File: src/rtl/mem_responder_if.sv
// mem_responder_if
//
// Bundles the core-facing memory request/response signals and the RAM-side
// access signals of the memory responder into one interface.
//
// Modports:
//   slave  - the responder: takes core requests and RAM read data, drives
//            responses, MEM_WAIT and the RAM access signals.
//   master - the core/RAM environment: the mirror image of slave.
//
// Signals:
//   INST_RDEN/INST_RIADDR         instruction read request and byte address
//   INST_RVALID/ROADDR/RDATA      instruction response
//   DATA_RDEN/DATA_RIADDR         data read request and byte address
//   DATA_RVALID/ROADDR/RDATA      data response
//   DATA_WREN/WADDR/WDATA         full-word data write request
//   MEM_WAIT                      stall; core holds all requests while high
//   RAM_EN/WE/ADDR/WDATA          single-port RAM access (word address)
//   RAM_RDATA                     RAM read data, valid the cycle after a read
interface mem_responder_if #(
    parameter int ADDR_W = 14
);
    logic              INST_RDEN;
    logic [31:0]       INST_RIADDR;
    logic [31:0]       INST_ROADDR;
    logic              INST_RVALID;
    logic [31:0]       INST_RDATA;

    logic              DATA_RDEN;
    logic [31:0]       DATA_RIADDR;
    logic [31:0]       DATA_ROADDR;
    logic              DATA_RVALID;
    logic [31:0]       DATA_RDATA;

    logic              DATA_WREN;
    logic [31:0]       DATA_WADDR;
    logic [31:0]       DATA_WDATA;

    logic              MEM_WAIT;

    logic              RAM_EN;
    logic              RAM_WE;
    logic [ADDR_W-1:0] RAM_ADDR;
    logic [31:0]       RAM_WDATA;
    logic [31:0]       RAM_RDATA;

    modport slave (
        input  INST_RDEN,
        input  INST_RIADDR,
        output INST_ROADDR,
        output INST_RVALID,
        output INST_RDATA,
        input  DATA_RDEN,
        input  DATA_RIADDR,
        output DATA_ROADDR,
        output DATA_RVALID,
        output DATA_RDATA,
        input  DATA_WREN,
        input  DATA_WADDR,
        input  DATA_WDATA,
        output MEM_WAIT,
        output RAM_EN,
        output RAM_WE,
        output RAM_ADDR,
        output RAM_WDATA,
        input  RAM_RDATA
    );

    modport master (
        output INST_RDEN,
        output INST_RIADDR,
        input  INST_ROADDR,
        input  INST_RVALID,
        input  INST_RDATA,
        output DATA_RDEN,
        output DATA_RIADDR,
        input  DATA_ROADDR,
        input  DATA_RVALID,
        input  DATA_RDATA,
        output DATA_WREN,
        output DATA_WADDR,
        output DATA_WDATA,
        input  MEM_WAIT,
        input  RAM_EN,
        input  RAM_WE,
        input  RAM_ADDR,
        input  RAM_WDATA,
        output RAM_RDATA
    );
endinterface

File: src/rtl/mem_responder.sv
// mem_responder
//
// Memory-side responder for the core's instruction and data ports, sitting
// in front of a single-port synchronous RAM. Serves instruction reads, data
// reads and full-word data writes, one RAM access per cycle. When several
// requests arrive together they are issued in the order write, data read,
// instruction read, and MEM_WAIT stalls the core until the last one issues.
//
// Ports:
//   CLK  - clock, all state updates on the rising edge
//   RST  - asynchronous active-low reset
//   bus  - mem_responder_if.slave: core requests/responses, MEM_WAIT and the
//          RAM access signals (see the interface file)
//
// Timing: a read issued in cycle N is captured from RAM_RDATA at the end of
// cycle N+1 and presented (RVALID/ROADDR/RDATA) in cycle N+2. A response is
// held while MEM_WAIT is high and dropped after the first cycle it is seen
// with MEM_WAIT low, unless a new response for that port lands at that edge.
module mem_responder #(
    parameter int ADDR_W = 14
) (
    input logic            CLK,
    input logic            RST,
    mem_responder_if.slave bus
);

    typedef enum logic {
        IDLE,
        SERIAL
    } state_t;

    // Request vector bit positions; a higher bit means higher priority.
    localparam int W_BIT  = 2;
    localparam int DR_BIT = 1;
    localparam int IR_BIT = 0;

    state_t            state;
    state_t            state_next;
    logic [2:0]        pending;
    logic [2:0]        pending_next;

    logic [2:0]        req_now;
    logic [2:0]        active;
    logic [2:0]        sel;
    logic [2:0]        remaining;
    logic              mem_wait;
    logic [ADDR_W-1:0] issue_word;

    logic              tag_valid;
    logic              tag_port;
    logic [31:0]       tag_addr;

    logic              capture_inst;
    logic              capture_data;

    logic              inst_rvalid;
    logic [31:0]       inst_roaddr;
    logic [31:0]       inst_rdata;
    logic              data_rvalid;
    logic [31:0]       data_roaddr;
    logic [31:0]       data_rdata;

    assign req_now = {bus.DATA_WREN, bus.DATA_RDEN, bus.INST_RDEN};

    always_ff @(posedge CLK or negedge RST) begin
        if (!RST) begin
            state   <= IDLE;
            pending <= '0;
        end else begin
            state   <= state_next;
            pending <= pending_next;
        end
    end

    // In IDLE the live requests compete; in SERIAL only the requests left
    // over from the colliding group do. The core holds its inputs during
    // SERIAL, so the addresses and write data are still read from the bus.
    // Whatever is not issued this cycle becomes the pending mask, which also
    // decides whether the core must keep stalling.
    always_comb begin
        state_next   = state;
        pending_next = pending;
        active       = '0;
        sel          = '0;
        remaining    = '0;
        mem_wait     = 1'b0;

        if (state == SERIAL) begin
            active = pending;
        end else begin
            active = req_now;
        end

        if (active[W_BIT]) begin
            sel = 3'b100;
        end else if (active[DR_BIT]) begin
            sel = 3'b010;
        end else if (active[IR_BIT]) begin
            sel = 3'b001;
        end

        remaining    = active & ~sel;
        mem_wait     = |remaining;
        pending_next = remaining;
        state_next   = mem_wait ? SERIAL : IDLE;
    end

    // Word address of the issued request; the shift drops the byte offset
    // and the cast drops address bits beyond the RAM.
    always_comb begin
        issue_word = '0;
        if (sel[W_BIT]) begin
            issue_word = ADDR_W'(bus.DATA_WADDR >> 2);
        end else if (sel[DR_BIT]) begin
            issue_word = ADDR_W'(bus.DATA_RIADDR >> 2);
        end else if (sel[IR_BIT]) begin
            issue_word = ADDR_W'(bus.INST_RIADDR >> 2);
        end
    end

    // Reset must silence the RAM and the stall immediately, even though the
    // request inputs may still be asserted.
    assign bus.RAM_EN    = RST & (|sel);
    assign bus.RAM_WE    = RST & sel[W_BIT];
    assign bus.RAM_ADDR  = issue_word;
    assign bus.RAM_WDATA = sel[W_BIT] ? bus.DATA_WDATA : 32'h0;
    assign bus.MEM_WAIT  = RST & mem_wait;

    // The tag remembers which port a read was issued for and its full byte
    // address, so the RAM data arriving next cycle can be routed back.
    always_ff @(posedge CLK or negedge RST) begin
        if (!RST) begin
            tag_valid <= 1'b0;
            tag_port  <= 1'b0;
            tag_addr  <= 32'h0;
        end else begin
            tag_valid <= sel[DR_BIT] | sel[IR_BIT];
            tag_port  <= sel[DR_BIT];
            tag_addr  <= sel[DR_BIT] ? bus.DATA_RIADDR : bus.INST_RIADDR;
        end
    end

    assign capture_inst = tag_valid & ~tag_port;
    assign capture_data = tag_valid & tag_port;

    // A new capture takes precedence over consumption at the same edge, so
    // back-to-back reads stream one response per cycle.
    always_ff @(posedge CLK or negedge RST) begin
        if (!RST) begin
            inst_rvalid <= 1'b0;
            inst_roaddr <= 32'h0;
            inst_rdata  <= 32'h0;
        end else if (capture_inst) begin
            inst_rvalid <= 1'b1;
            inst_roaddr <= tag_addr;
            inst_rdata  <= bus.RAM_RDATA;
        end else if (inst_rvalid && !mem_wait) begin
            inst_rvalid <= 1'b0;
        end
    end

    always_ff @(posedge CLK or negedge RST) begin
        if (!RST) begin
            data_rvalid <= 1'b0;
            data_roaddr <= 32'h0;
            data_rdata  <= 32'h0;
        end else if (capture_data) begin
            data_rvalid <= 1'b1;
            data_roaddr <= tag_addr;
            data_rdata  <= bus.RAM_RDATA;
        end else if (data_rvalid && !mem_wait) begin
            data_rvalid <= 1'b0;
        end
    end

    assign bus.INST_RVALID = inst_rvalid;
    assign bus.INST_ROADDR = inst_roaddr;
    assign bus.INST_RDATA  = inst_rdata;
    assign bus.DATA_RVALID = data_rvalid;
    assign bus.DATA_ROADDR = data_roaddr;
    assign bus.DATA_RDATA  = data_rdata;

    // A capture landing on a response the core has not yet consumed would
    // silently lose that response.
    assert property (@(posedge CLK) disable iff (!RST)
        (capture_inst && inst_rvalid) |-> !mem_wait)
        else $error("mem_responder: instruction response overwritten before consumption");

    assert property (@(posedge CLK) disable iff (!RST)
        (capture_data && data_rvalid) |-> !mem_wait)
        else $error("mem_responder: data response overwritten before consumption");

    // Leaving SERIAL always empties the pending mask.
    assert property (@(posedge CLK) disable iff (!RST)
        (state == IDLE) |-> (pending == 3'b000))
        else $error("mem_responder: pending requests left while idle");

endmodule

File: src/flat_wrapper.sv
// flat-port wrapper written by rule: the top's interface ports become plain ports
module mem_responder_flat 
#(
    parameter int ADDR_W = 14
)
  (CLK, RST, bus_INST_RDEN, bus_INST_RIADDR, bus_INST_ROADDR, bus_INST_RVALID, bus_INST_RDATA, bus_DATA_RDEN, bus_DATA_RIADDR, bus_DATA_ROADDR, bus_DATA_RVALID, bus_DATA_RDATA, bus_DATA_WREN, bus_DATA_WADDR, bus_DATA_WDATA, bus_MEM_WAIT, bus_RAM_EN, bus_RAM_WE, bus_RAM_ADDR, bus_RAM_WDATA, bus_RAM_RDATA);
  mem_responder_if #(.ADDR_W(ADDR_W)) bus_i ();
  input logic CLK;
  input logic RST;
  input wire logic [$bits(bus_i.INST_RDEN)-1:0] bus_INST_RDEN;
  input wire logic [$bits(bus_i.INST_RIADDR)-1:0] bus_INST_RIADDR;
  output wire logic [$bits(bus_i.INST_ROADDR)-1:0] bus_INST_ROADDR;
  output wire logic [$bits(bus_i.INST_RVALID)-1:0] bus_INST_RVALID;
  output wire logic [$bits(bus_i.INST_RDATA)-1:0] bus_INST_RDATA;
  input wire logic [$bits(bus_i.DATA_RDEN)-1:0] bus_DATA_RDEN;
  input wire logic [$bits(bus_i.DATA_RIADDR)-1:0] bus_DATA_RIADDR;
  output wire logic [$bits(bus_i.DATA_ROADDR)-1:0] bus_DATA_ROADDR;
  output wire logic [$bits(bus_i.DATA_RVALID)-1:0] bus_DATA_RVALID;
  output wire logic [$bits(bus_i.DATA_RDATA)-1:0] bus_DATA_RDATA;
  input wire logic [$bits(bus_i.DATA_WREN)-1:0] bus_DATA_WREN;
  input wire logic [$bits(bus_i.DATA_WADDR)-1:0] bus_DATA_WADDR;
  input wire logic [$bits(bus_i.DATA_WDATA)-1:0] bus_DATA_WDATA;
  output wire logic [$bits(bus_i.MEM_WAIT)-1:0] bus_MEM_WAIT;
  output wire logic [$bits(bus_i.RAM_EN)-1:0] bus_RAM_EN;
  output wire logic [$bits(bus_i.RAM_WE)-1:0] bus_RAM_WE;
  output wire logic [$bits(bus_i.RAM_ADDR)-1:0] bus_RAM_ADDR;
  output wire logic [$bits(bus_i.RAM_WDATA)-1:0] bus_RAM_WDATA;
  input wire logic [$bits(bus_i.RAM_RDATA)-1:0] bus_RAM_RDATA;
  assign bus_i.INST_RDEN = bus_INST_RDEN;
  assign bus_i.INST_RIADDR = bus_INST_RIADDR;
  assign bus_INST_ROADDR = bus_i.INST_ROADDR;
  assign bus_INST_RVALID = bus_i.INST_RVALID;
  assign bus_INST_RDATA = bus_i.INST_RDATA;
  assign bus_i.DATA_RDEN = bus_DATA_RDEN;
  assign bus_i.DATA_RIADDR = bus_DATA_RIADDR;
  assign bus_DATA_ROADDR = bus_i.DATA_ROADDR;
  assign bus_DATA_RVALID = bus_i.DATA_RVALID;
  assign bus_DATA_RDATA = bus_i.DATA_RDATA;
  assign bus_i.DATA_WREN = bus_DATA_WREN;
  assign bus_i.DATA_WADDR = bus_DATA_WADDR;
  assign bus_i.DATA_WDATA = bus_DATA_WDATA;
  assign bus_MEM_WAIT = bus_i.MEM_WAIT;
  assign bus_RAM_EN = bus_i.RAM_EN;
  assign bus_RAM_WE = bus_i.RAM_WE;
  assign bus_RAM_ADDR = bus_i.RAM_ADDR;
  assign bus_RAM_WDATA = bus_i.RAM_WDATA;
  assign bus_i.RAM_RDATA = bus_RAM_RDATA;
  mem_responder #(.ADDR_W(ADDR_W)) u_core (.CLK(CLK), .RST(RST), .bus(bus_i));
endmodule
File: config.mk
export PLATFORM = sky130hd
export DESIGN_NAME = mem_responder_flat
export DESIGN_NICKNAME = d
export VERILOG_FILES = /design/src/rtl/mem_responder_if.sv /design/src/rtl/mem_responder.sv /design/src/flat_wrapper.sv
export SDC_FILE = /design/constraint.sdc
export NUM_CORES = 1
export LEC_CHECK = 0
export ABC_AREA = 1
export BUFFER_PORTS_ARGS = -buffer_cell sky130_fd_sc_hd__buf_2
export CELL_PAD_IN_SITES_DETAIL_PLACEMENT = 1
export CELL_PAD_IN_SITES_GLOBAL_PLACEMENT = 1
export CORE_MARGIN = 2
export CORE_UTILIZATION = 32
export DETAILED_ROUTE_END_ITERATION = 8
export PLACE_DENSITY_LB_ADDON = 0.08
export SLEW_MARGIN = 20
export SYNTH_ARGS = -nofsm -noshare
export SYNTH_HDL_FRONTEND = slang
export SYNTH_SLANG_ARGS = --single-unit
File: constraint.sdc
create_clock -name CLK -period 1.81 [get_ports CLK]
set_clock_uncertainty 0.1 [all_clocks]
set_input_delay 0.362 -clock CLK [delete_from_list [all_inputs] [get_ports CLK]]
set_output_delay 0.362 -clock CLK [all_outputs]
set_load 0.1 [all_outputs]
==> results.md <==
* Synth top area share at 62.1%
* Routed WL per cell at about 17 µm
* Dpl cells at 1355
* CP startpoint kind: flip-flop
* First-pass GRT wire length at ~36 mm
* # rows at 53
* Chip width at about 150 µm
* Syn Nets at a little over 900
* Clock Tree Buf Depth at 2
* Most used cell, CP: buf_12
* End of the worst register-to-register path: u_core.tag_addr[4]
* WL final at 23.7 mm
* CP endpoint kind: output pin
* Antenna Nets Post-Route at 0
* Critical Path RT at between 1000 and 1500 ps
* CP arrival at 1790 ps
* Gpl congestion at 0.762
* Hold slack at -42.0 ps
* H-tree lvl count at 4
* CTS Buf Count at 17
* Sequential cell area fraction in the yosys report at a little over 60%
* Die area at about 22000 µm²
* Violated checks: negative hold slack, negative setup slack
* Max Freq at about 440 MHz
* Tcrit/Tclk final at 124%
* Detailed Route Iter0 Violations at between 300 and 400
* Fin. Hold Viols at 10
* FF-to-FF path depth at 12
* RSZ-0062 raised after global routing: true
* N_diodes at 0
* Slew @ Worst Pin at approximately 950 ps
* Worst Hold Class: in -> async
* Status: finished with violations
* Total GRT Usage at 20.7%
* Leading cell types in the layout, fill and taps excluded: 275 x buf_2, 200 x nand2_1, 167 x dfrtp_1
* Fillers at roughly 2400
* Max cap viols at 0
* Share of layout cells above drive strength 1 at between 40% and 50%
* Detailed Routing Iterations Pass 1 at 4
* Cts-stage hold buffer count at 0
* R2R Path Start: u_core.state
* Clk sinks at 167
* Fin nets at ~1300
* # port buffers at around 330
* CP peak stage delay at between 300 and 400 ps
* Slew margin rel. at 36.3%
* # DRC at 0
* Largest net degree at the start of global routing at between 150 and 200
* Yosys reg bits at ~170
* Starting Density at about a third
* Initial antenna violation count at 1
* Min Tclk post-route at approximately 2300 ps
* Final setup fails at 81
* Unique masters post-synth at 17
* Clock transition at path regs at approximately 60 ps
* Clock Latency Late Sink at approximately 420 ps
* Average cell area after synthesis at ~8.8 µm²
* R2r setup slk at -150 ps
* Syn. warnings at 0
* Worst-path fanout max at 6
* # IOs at approximately 340
* Ranking of synthesized cells by area: dfrtp_1 62%, nand2_1 14%, o21ai_0 9.5%, inv_1 5.7%, nor2_1 1.8%
* Total number of vias at approximately 6400
* Most common cell after layout, fill and taps aside: buf_2
* Cells after Synth at around 760
* Final Max Tran Viols at 0
* CP max stage cell: dfrtp_1
* Cell Chain, Critical Path: inv_2, nand2_4, buf_12, buf_4, nand4_1, nand3_4, buf_12
* Layout Area Growth over Synthesis at 70.3%
* Vias in the first global route at roughly 6700
* Final worst setup slack at -442 ps
* Hpwl dp at around 16 mm
* Setup CP Type: reg -> out
* Synth area leader: dfrtp_1
* Layout Cells excl Fill at between 1000 and 1500
* Vias/cell at between 4 and 5
* Die Ht at about 150 µm
* CTS tree: done
* Post-Syn Area at around 6700 µm²
* CORE AREA at 20800 µm²
* CTS Root Cell: clkbuf_16
* Grt total ovfl at 0
[registers in the layout, indices dropped and copies added, names as in the netlist]
register / count
u_core.bus.DATA_RDATA: 32
u_core.bus.DATA_ROADDR: 32
u_core.bus.DATA_RVALID: 1
u_core.bus.INST_RDATA: 32
u_core.bus.INST_ROADDR: 32
u_core.bus.INST_RVALID: 1
u_core.pending: 2
u_core.state: 1
u_core.tag_addr: 32
u_core.tag_port: 1
u_core.tag_valid: 1
[worst max path at each step]
stage                        endpoint  slack, ps          from
global route          bus_RAM_ADDR[2]       -570  u_core.state
CTS                  bus_RAM_ADDR[12]       -430  u_core.state
finish                bus_RAM_ADDR[2]       -440  u_core.state
global placement      bus_RAM_ADDR[7]        -70  u_core.state
floorplan           bus_RAM_WDATA[10]       -290  u_core.state
detailed placement    bus_RAM_ADDR[9]       -100  u_core.state
[cell usage after synthesis (all sizes together)]
library cell and instances:
nand2 254, dfrtp 167, o21ai 129, inv 106, nor2 34, buf 23
clkbuf 19, nand3 15, nand4 14, a21oi 2
[layer usage]
metal	global-route usage, %	vias to the layer above	wire length, µm
li1	-	3068	-
met1	24.4	3017	9270
met2	34.5	237	11600
met3	8.29	40	2210
met4	6.71	2	599
met5	0	-	13
[worst max-delay path, delay by kind of cell, from the launching register on]
family	cells	cell delay [ps]
flip-flops	1	380
AND/OR/NAND/NOR	3	450
buffers and inverters	4	540
[timing repair]
item,4_1_cts,5_1_grt
setup buffers,14,6
endpoints found under the hold margin,0,0
resized for setup,68,82
pin swaps,12,14
gates cloned,2,4
setup endpoints to repair,52,81
[area by class of cell]
class / instances / area, µm² / area share (%)
Clock buffer: 21 / 450 / 3.93
Clock inverter: 11 / 196 / 1.72
Inverter: 106 / 440 / 3.85
Multi-Input combinational cell: 449 / 2710 / 23.6
Sequential cell: 167 / 4180 / 36.5
Tap cell: 275 / 344 / 3.00
Timing Repair Buffer: 380 / 3070 / 26.8
Timing Repair inverter: 3 / 70.1 / 0.612
[metrics by stage]
stage	hold WS, ps	setup WS, ps	setup TNS, ps	util, %	cell area [µm²]
final	-42.0	-442	-18720	55.0	11500
after global routing	32.2	-566	-27060	55.0	11500
after CTS	16.0	-427	-15600	53.0	11000
after detailed placement	364	-99.4	-1200	47.8	9950
after global placement	360	-65.9	-646	47.8	9950
after floorplan	-33.6	-291	-3630	-	7110
[cell families after synthesis]
logic type      share of synthesized area [%]
compound gates                           9.75
flops                                    62.1
buf+inv                                  9.30
simple gates                             18.8
Power is not shown: default switching activity piles up to over one toggle a cycle in this logic, so the estimate is an artifact.
